<file path="src/rtl/frame_link_arbiter_pkg.sv">
// Shared definitions for the frame link arbiter: frame geometry, core
// confirm codes, side encoding and the arbiter state encoding.
package frame_link_arbiter_pkg;

  localparam int DATA_SIZE     = 64;
  localparam int PREAMBLE_SIZE = 7;
  localparam int CRC_SIZE      = 4;
  localparam int FRAME_W       = (PREAMBLE_SIZE + DATA_SIZE + CRC_SIZE) * 8;

  localparam logic [7:0] CODE_OKAY  = 8'h05;
  localparam logic [7:0] CODE_ERROR = 8'h04;
  localparam logic [7:0] CODE_FATAL = 8'h08;

  typedef logic [1:0] side_t;
  localparam side_t JAWNY = 2'b01;
  localparam side_t TAJNY = 2'b10;

  localparam logic [2:0] ST_IDLE      = 3'd0;
  localparam logic [2:0] ST_ISSUE     = 3'd1;
  localparam logic [2:0] ST_WAIT_CONF = 3'd2;
  localparam logic [2:0] ST_BACKOFF   = 3'd3;
  localparam logic [2:0] ST_DONE      = 3'd4;

endpackage

</file>
<file path="src/rtl/frame_link_arbiter_hold.sv">
// One-entry valid/ready holding register for a single ingress side.
// Ready is registered, so a released entry only reopens on the next cycle.
module frame_hold_buffer
  import frame_link_arbiter_pkg::*;
(
  input  logic               clk,
  input  logic               rst,
  input  logic [FRAME_W-1:0] i_frame,
  input  logic               i_valid,
  input  logic               i_release,
  output logic               o_ready,
  output logic               o_full,
  output logic [FRAME_W-1:0] o_frame
);

  logic               r_full;
  logic               r_ready;
  logic [FRAME_W-1:0] r_frame;

  // Capture a frame on handshake; release empties the entry for the next cycle
  always_ff @(posedge clk) begin
    if (rst) begin
      r_full  <= 1'b0;
      r_ready <= 1'b1;
      r_frame <= '0;
    end else if (i_release) begin
      r_full  <= 1'b0;
      r_ready <= 1'b1;
    end else if (i_valid && r_ready) begin
      r_full  <= 1'b1;
      r_ready <= 1'b0;
      r_frame <= i_frame;
    end
  end

  assign o_ready = r_ready;
  assign o_full  = r_full;
  assign o_frame = r_frame;

endmodule

</file>
<file path="src/rtl/frame_link_arbiter.sv">
// Round-robin arbiter sharing the frame core between the jawny and tajny
// ingress sides, with retry/backoff, confirm timeout and fatal flush.
// Optional build macro ARB_STATS_EN adds saturating OKAY / final-ERROR counters.
module frame_link_arbiter
  import frame_link_arbiter_pkg::*;
#(
  parameter int MAX_RETRY      = 3,
  parameter int TIMEOUT_CYCLES = 1024,
  parameter int BACKOFF_CYCLES = 450
)(
  input  logic               clk,
  input  logic               rst,
  input  logic [FRAME_W-1:0] j_frame,
  input  logic               j_valid,
  output logic               j_ready,
  input  logic [FRAME_W-1:0] t_frame,
  input  logic               t_valid,
  output logic               t_ready,
  output logic [FRAME_W-1:0] core_frame,
  output logic               core_fin_j_valid,
  output logic               core_fin_t_valid,
  input  logic               core_conf_jawny,
  input  logic               core_conf_tajny,
  input  logic [7:0]         core_conf_code,
  output logic               j_done,
  output logic               t_done,
  output logic [7:0]         done_code,
  output logic               busy,
  output logic               timeout_pulse,
  output logic               fatal_pulse,
  output logic [15:0]        stat_ok,
  output logic [15:0]        stat_err
);

  localparam int RW = $clog2(MAX_RETRY + 2);
  localparam int TW = $clog2(TIMEOUT_CYCLES);
  localparam int BW = $clog2(BACKOFF_CYCLES);
  localparam logic [RW-1:0] RETRY_LIMIT  = RW'(MAX_RETRY);
  localparam logic [TW-1:0] TIMER_LAST   = TW'(TIMEOUT_CYCLES - 1);
  localparam logic [BW-1:0] BACKOFF_LAST = BW'(BACKOFF_CYCLES - 1);

  logic [2:0]         r_state;
  side_t              r_grant;
  side_t              r_last;
  logic [RW-1:0]      r_retry;
  logic [TW-1:0]      r_timer;
  logic [BW-1:0]      r_backoff;
  logic [FRAME_W-1:0] r_core_frame;
  logic [7:0]         r_code;
  logic [7:0]         r_done_code;
  logic               r_fin_j;
  logic               r_fin_t;
  logic               r_j_done;
  logic               r_t_done;
  logic               r_timeout;
  logic               r_fatal;

  logic               w_j_full;
  logic               w_t_full;
  logic [FRAME_W-1:0] w_j_frame;
  logic [FRAME_W-1:0] w_t_frame;
  logic               w_j_avail;
  logic               w_t_avail;
  logic               w_conf;
  logic               w_timeout;

  // A done pulse doubles as the buffer release, so the entry drains while it is reported
  frame_hold_buffer u_j_buf (
    .clk       (clk),
    .rst       (rst),
    .i_frame   (j_frame),
    .i_valid   (j_valid),
    .i_release (r_j_done),
    .o_ready   (j_ready),
    .o_full    (w_j_full),
    .o_frame   (w_j_frame)
  );

  frame_hold_buffer u_t_buf (
    .clk       (clk),
    .rst       (rst),
    .i_frame   (t_frame),
    .i_valid   (t_valid),
    .i_release (r_t_done),
    .o_ready   (t_ready),
    .o_full    (w_t_full),
    .o_frame   (w_t_frame)
  );

  // A buffer being released this cycle is not eligible for a new grant
  assign w_j_avail = w_j_full & ~r_j_done;
  assign w_t_avail = w_t_full & ~r_t_done;
  assign w_conf    = (r_grant == JAWNY) ? core_conf_jawny : core_conf_tajny;
  assign w_timeout = (r_timer == TIMER_LAST);

  // Arbitration state machine; all outputs are registered single-cycle pulses
  always_ff @(posedge clk) begin
    if (rst) begin
      r_state      <= ST_IDLE;
      r_grant      <= 2'b00;
      r_last       <= TAJNY;
      r_retry      <= '0;
      r_timer      <= '0;
      r_backoff    <= '0;
      r_core_frame <= '0;
      r_code       <= 8'h00;
      r_done_code  <= 8'h00;
      r_fin_j      <= 1'b0;
      r_fin_t      <= 1'b0;
      r_j_done     <= 1'b0;
      r_t_done     <= 1'b0;
      r_timeout    <= 1'b0;
      r_fatal      <= 1'b0;
    end else begin
      r_fin_j     <= 1'b0;
      r_fin_t     <= 1'b0;
      r_j_done    <= 1'b0;
      r_t_done    <= 1'b0;
      r_timeout   <= 1'b0;
      r_fatal     <= 1'b0;
      r_done_code <= 8'h00;
      case (r_state)
        ST_IDLE: begin
          if (w_j_avail && (!w_t_avail || r_last == TAJNY)) begin
            r_grant      <= JAWNY;
            r_last       <= JAWNY;
            r_core_frame <= w_j_frame;
            r_fin_j      <= 1'b1;
            r_state      <= ST_ISSUE;
          end else if (w_t_avail) begin
            r_grant      <= TAJNY;
            r_last       <= TAJNY;
            r_core_frame <= w_t_frame;
            r_fin_t      <= 1'b1;
            r_state      <= ST_ISSUE;
          end
        end
        ST_ISSUE: begin
          r_timer <= '0;
          r_state <= ST_WAIT_CONF;
        end
        ST_WAIT_CONF: begin
          r_timer <= r_timer + 1'b1;
          if (w_conf && core_conf_code == CODE_OKAY) begin
            r_code  <= CODE_OKAY;
            r_state <= ST_DONE;
          end else if (w_conf && core_conf_code == CODE_FATAL) begin
            r_fatal     <= 1'b1;
            r_j_done    <= w_j_full;
            r_t_done    <= w_t_full;
            r_done_code <= CODE_FATAL;
            r_retry     <= '0;
            r_last      <= TAJNY;
            r_state     <= ST_IDLE;
          end else if (w_conf || w_timeout) begin
            r_timeout <= ~w_conf;
            if (r_retry < RETRY_LIMIT) begin
              r_retry   <= r_retry + 1'b1;
              r_backoff <= '0;
              r_state   <= ST_BACKOFF;
            end else begin
              r_code  <= CODE_ERROR;
              r_state <= ST_DONE;
            end
          end
        end
        ST_BACKOFF: begin
          if (r_backoff == BACKOFF_LAST) begin
            r_fin_j <= (r_grant == JAWNY);
            r_fin_t <= (r_grant == TAJNY);
            r_state <= ST_ISSUE;
          end else begin
            r_backoff <= r_backoff + 1'b1;
          end
        end
        ST_DONE: begin
          r_j_done    <= (r_grant == JAWNY);
          r_t_done    <= (r_grant == TAJNY);
          r_done_code <= r_code;
          r_retry     <= '0;
          r_state     <= ST_IDLE;
        end
        default: r_state <= ST_IDLE;
      endcase
    end
  end

  assign core_frame       = r_core_frame;
  assign core_fin_j_valid = r_fin_j;
  assign core_fin_t_valid = r_fin_t;
  assign j_done           = r_j_done;
  assign t_done           = r_t_done;
  assign done_code        = r_done_code;
  assign busy             = (r_state != ST_IDLE);
  assign timeout_pulse    = r_timeout;
  assign fatal_pulse      = r_fatal;

`ifdef ARB_STATS_EN
  logic [15:0] r_stat_ok;
  logic [15:0] r_stat_err;

  // Count final outcomes as each frame completes, holding at full scale
  always_ff @(posedge clk) begin
    if (rst) begin
      r_stat_ok  <= 16'h0000;
      r_stat_err <= 16'h0000;
    end else if (r_state == ST_DONE) begin
      if (r_code == CODE_OKAY && r_stat_ok != 16'hFFFF)
        r_stat_ok <= r_stat_ok + 1'b1;
      if (r_code == CODE_ERROR && r_stat_err != 16'hFFFF)
        r_stat_err <= r_stat_err + 1'b1;
    end
  end

  assign stat_ok  = r_stat_ok;
  assign stat_err = r_stat_err;
`else
  assign stat_ok  = 16'h0000;
  assign stat_err = 16'h0000;
`endif

endmodule

</file>
<file path="config.mk">
export PLATFORM = sky130hd
export DESIGN_NAME = frame_link_arbiter
export DESIGN_NICKNAME = d
export VERILOG_FILES = /design/src/rtl/frame_link_arbiter_pkg.sv /design/src/rtl/frame_link_arbiter_hold.sv /design/src/rtl/frame_link_arbiter.sv
export SDC_FILE = /design/constraint.sdc
export NUM_CORES = 2
export LEC_CHECK = 0
export CAP_MARGIN = 20
export CORE_AREA = 4 4 720 722
export DETAILED_ROUTE_END_ITERATION = 10
export DIE_AREA = 0 0 724 726
export PLACE_DENSITY_LB_ADDON = 0.1
export SLEW_MARGIN = 20
export SYNTH_ARGS = -nofsm -noshare
export SYNTH_HDL_FRONTEND = slang
export SYNTH_SLANG_ARGS = --single-unit
</file>
<file path="constraint.sdc">
create_clock -name clk -period 4.2 [get_ports clk]
set_input_delay 1.26 -clock clk [delete_from_list [all_inputs] [get_ports clk]]
set_output_delay 1.26 -clock clk [all_outputs]
set_load 0.005 [all_outputs]
</file>
==> metrics.cfg <==
[sta]
rsz_0062_raised_after_global_routing = no
final.period_utilization_pct = 90.3
max_transition_margin_pct = 26.7
timing.clock.skew_ns = 0.0621
setup_violating_endpoint_count_in_the_final_report = 0
hold_slack_ns = 0.452
slew_violations = 0
final.setup.tns_ns = 0
period_minus_slack_ns = 3.79
finalHoldViolCount = 0
timing_worst_slew_pin_value_ns = 1.10
maxClockFrequency_mhz = 264

[finish]
nFillCells = 57400
fin_util_pct = 20.2
layout-drive-gt1-share_pct = 5.84
final_nets = 11600
area_delta_synth_final_pct = 51.7
layout.cells.most_common_list = sky130_fd_sc_hd__nand2_1, sky130_fd_sc_hd__dfxtp_1, sky130_fd_sc_hd__a21oi_1, sky130_fd_sc_hd__clkdlybuf4s50_1, sky130_fd_sc_hd__nor2_1
layout_commonest_cell = sky130_fd_sc_hd__nand2_1

[global_route]
grt_pass1_wl_um = 624000
gr-usage-all-layers_pct = 17.0
grt_max_degree = 181
grt_pass1_vias = 69100
initial_antenna_violation_count = 348
grt_overflow_total = 0

[setup_path]
cpPeakStageDelay_ns = 0.65
cp_data_arrival_time_ns = 2.53
path_max_fanout = 29
worst-setup-path-type = flip-flop to output pin
setup.worst_path.end_class = output pin
reg2reg_slack_ns = 1.27
cp_num_buf_inv = 3
worst_reg_to_reg_path_cell_count = 8
reg2reg_to = core_frame[205]$_SDFFE_PP0P_
cp_top_family = buffers and inverters
worstPathCellList = nor3_1, buf_4, inv_8, clkdlybuf4s50_1
cp.required_ns = 2.94
startpoint_type = flip-flop
cpMaxStageDelayCell = sky130_fd_sc_hd__clkdlybuf4s50_1
regToRegStartpoint = j_done$_SDFF_PP0_

[synthesis]
async_s_r_ff_share_synth_pct = 0
synth-warning-count = 0
yosys.cell_types.count = 53
synth.ff_latch_count = 1844
synthFlopType = sky130_fd_sc_hd__dfxtp_1
synthCells = 8824
syn_avg_cell_area_um2 = 7.73
synth.yosys.seq_area_share_pct = 54.1
synth-edff-count = 0
synthesis.area_mm2 = 0.0682

[power]
pwr_density_cell_mw_per_mm2 = 497
max-vdd-ir-drop_v = 0.000394
static-leakage-power_nw = 36.5

[routing]
totalWireLength_um = 471000
first_pass_iters = 5
routed-wl-met3_um = 33000
via_count = 70200
drc = 0
maxUsedRoutingLayer = met5
routed_wire_length_per_instance_um = 27.1
detail_route.iter0.violations = 4723
route.layer.met1.wl_um = 197000
vias_per_cell = 4.03
detailroute.wirelength.met2_um = 226000
post_route_ant_nets = 0

[min_path]
hold_path_depth = 2
min_delay_worst_endpoint = u_j_buf.o_frame[407]$_SDFFE_PP0P_
min-delay-start = u_j_buf.o_frame[407]$_SDFFE_PP0P_
worst_hold_path_type = flip-flop to flip-flop

[clock_network]
htreeDepth = 5
clk-insertion-delay-late_ns = 0.92
cts.reportedPaths.clkPinSlew_ns = 0.06
cts-buffers-inserted = 264
numClockSinks = 1844
cts-root-to-sink-buffers = 4
total_of_cells_resized_after_clock_tree_synthesis = 0
postCtsHoldBufs = 0
postCtsSetupBuffers = 0
cts_tree = yes
cts-root-buf = sky130_fd_sc_hd__clkbuf_16

[die]
design.die.area_mm2 = 0.526
floorplan.initialDensity_pct = 13.3
die_height_um = 726
die_w_um = 724
rows = 263
core_area_mm2 = 0.512
top_level_ports = 1863

[placement]
dp_hpwl_um = 357000
final_weighted_congestion_of_routability_driven_global_placement = 0.841
placement.io_buffers = 1825

[run]
max_capacitance_violation_count = 0

[outcome]
status = finished clean

==> per-layer routing <==
layer  up-vias  track usage (%)
met2      2486             29.1
met5         -                0
li1      32500                -
met3       863             4.64
met1     34300             20.9
met4       102             4.60
==> registers in the layout (all words and copies together) (netlist names) <==
name              count
core_frame          600
u_j_buf.o_frame     600
u_t_buf.o_frame     600
r_timer              10
r_backoff             9
done_code             3
r_retry               3
r_state               3
r_code                2
r_grant               2
r_last                2
core_fin_j_valid      1
core_fin_t_valid      1
fatal_pulse           1
j_done                1
t_done                1
timeout_pulse         1
u_j_buf.o_full        1
u_j_buf.o_ready       1
u_t_buf.o_full        1
u_t_buf.o_ready       1
==> worst max-delay path by stage <==
stage                                 start                 endpoint  depth (start not counted)
finish              r_state[0]$_SDFFE_PP0P_                     busy                          4
global route        r_state[0]$_SDFFE_PP0P_                     busy                          4
CTS                 r_state[0]$_SDFFE_PP0P_                     busy                          4
detailed placement        core_conf_code[4]  r_retry[2]$_SDFFE_PP0P_                          7
global placement          core_conf_code[4]  r_retry[0]$_SDFFE_PP0P_                          7
floorplan                 core_conf_code[5]  r_retry[2]$_SDFFE_PP0P_                          6
==> final cells by class <==
type / count / area (um2) / share of cell area (%)
Inverter: 6 / 30.0 / 0.0290
Multi-Input combinational cell: 6230 / 28400 / 27.4
Clock buffer: 389 / 7730 / 7.47
Sequential cell: 1844 / 36900 / 35.7
Antenna cell: 81 / 203 / 0.196
Tap cell: 6757 / 8450 / 8.17
Timing Repair Buffer: 2033 / 20900 / 20.2
Clock inverter: 64 / 867 / 0.838
==> cell families (layout without fill, tap and decap cells) <==
| group | count (synthesis) | after routing | synth area share, % |
|---|---|---|---|
| other cells | 1 | 118 | 0.00550 |
| simple gates | 3722 | 3722 | 20.8 |
| flops | 1844 | 1844 | 54.1 |
| xor+xnor | 2 | 2 | 0.0257 |
| buf+inv | 786 | 2492 | 4.53 |
| compound gates | 2463 | 2463 | 20.4 |
| mux | 2 | 2 | 0.0348 |
| fa+ha+maj | 4 | 4 | 0.0734 |
==> per-stage QoR <==
step | power [mW] | instance area [um2] | instances | worst slack [ns]
after floorplan | 23.4 | 68400 | 8860 | 1.17
after global placement | 29.3 | 94700 | 16900 | 0.261
after detailed placement | 29.3 | 94700 | 16900 | 0.473
after CTS | 52.6 | 103000 | 17300 | 0.222
after global routing | 53.8 | 103000 | 17400 | 0.159
final | 51.4 | 103000 | 17400 | 0.407
==> synth_stat cells, types with 3 or more instances <==
library cell               instances  area, um2
sky130_fd_sc_hd__nand2_1        2419       9080
sky130_fd_sc_hd__dfxtp_1        1844      36900
sky130_fd_sc_hd__a21oi_1        1826       9140
sky130_fd_sc_hd__nor2_1         1232       4620
sky130_fd_sc_hd__clkbuf_1        710       2670
sky130_fd_sc_hd__a22oi_1         603       4530
sky130_fd_sc_hd__buf_4            37        278
sky130_fd_sc_hd__buf_1            32        120
sky130_fd_sc_hd__nand3_1          13       65.1
sky130_fd_sc_hd__o21ai_0           8       40.0
sky130_fd_sc_hd__nand2b_1          7       43.8
sky130_fd_sc_hd__nor2b_1           7       43.8
sky130_fd_sc_hd__and2_1            6       37.5
sky130_fd_sc_hd__inv_1             5       18.8
sky130_fd_sc_hd__nor3b_1           5       37.5
sky130_fd_sc_hd__ha_1              4       50.1
sky130_fd_sc_hd__nand3b_1          4       30.0
sky130_fd_sc_hd__nand4_1           4       25.0
sky130_fd_sc_hd__nor3_1            4       20.0
sky130_fd_sc_hd__o211a_1           4       40.0
sky130_fd_sc_hd__or3_1             4       25.0
sky130_fd_sc_hd__and3_1            3       18.8
sky130_fd_sc_hd__nor3_2            3       30.0
sky130_fd_sc_hd__o21a_1            3       22.5
==> power by group <==
| part | switching [mW] | total [mW] | internal (mW) |
|---|---|---|---|
| registers | 0.885 | 19.4 | 18.5 |
| clock network | 9.24 | 22.7 | 13.5 |
| logic | 6.17 | 9.26 | 3.09 |
| total | 16.3 | 51.4 | 35.1 |
==> tightest hold or removal path: cells and delay by family, from the launching register on <==
| kind | cells | cell delay (ns) |
|---|---|---|
| AOI/OAI and AO/OA | 1 | 0.05 |
| DFF | 1 | 0.30 |
| and+or+nand+nor | 1 | 0.05 |
No activity file was read; power rests on OpenSTA's default activity.
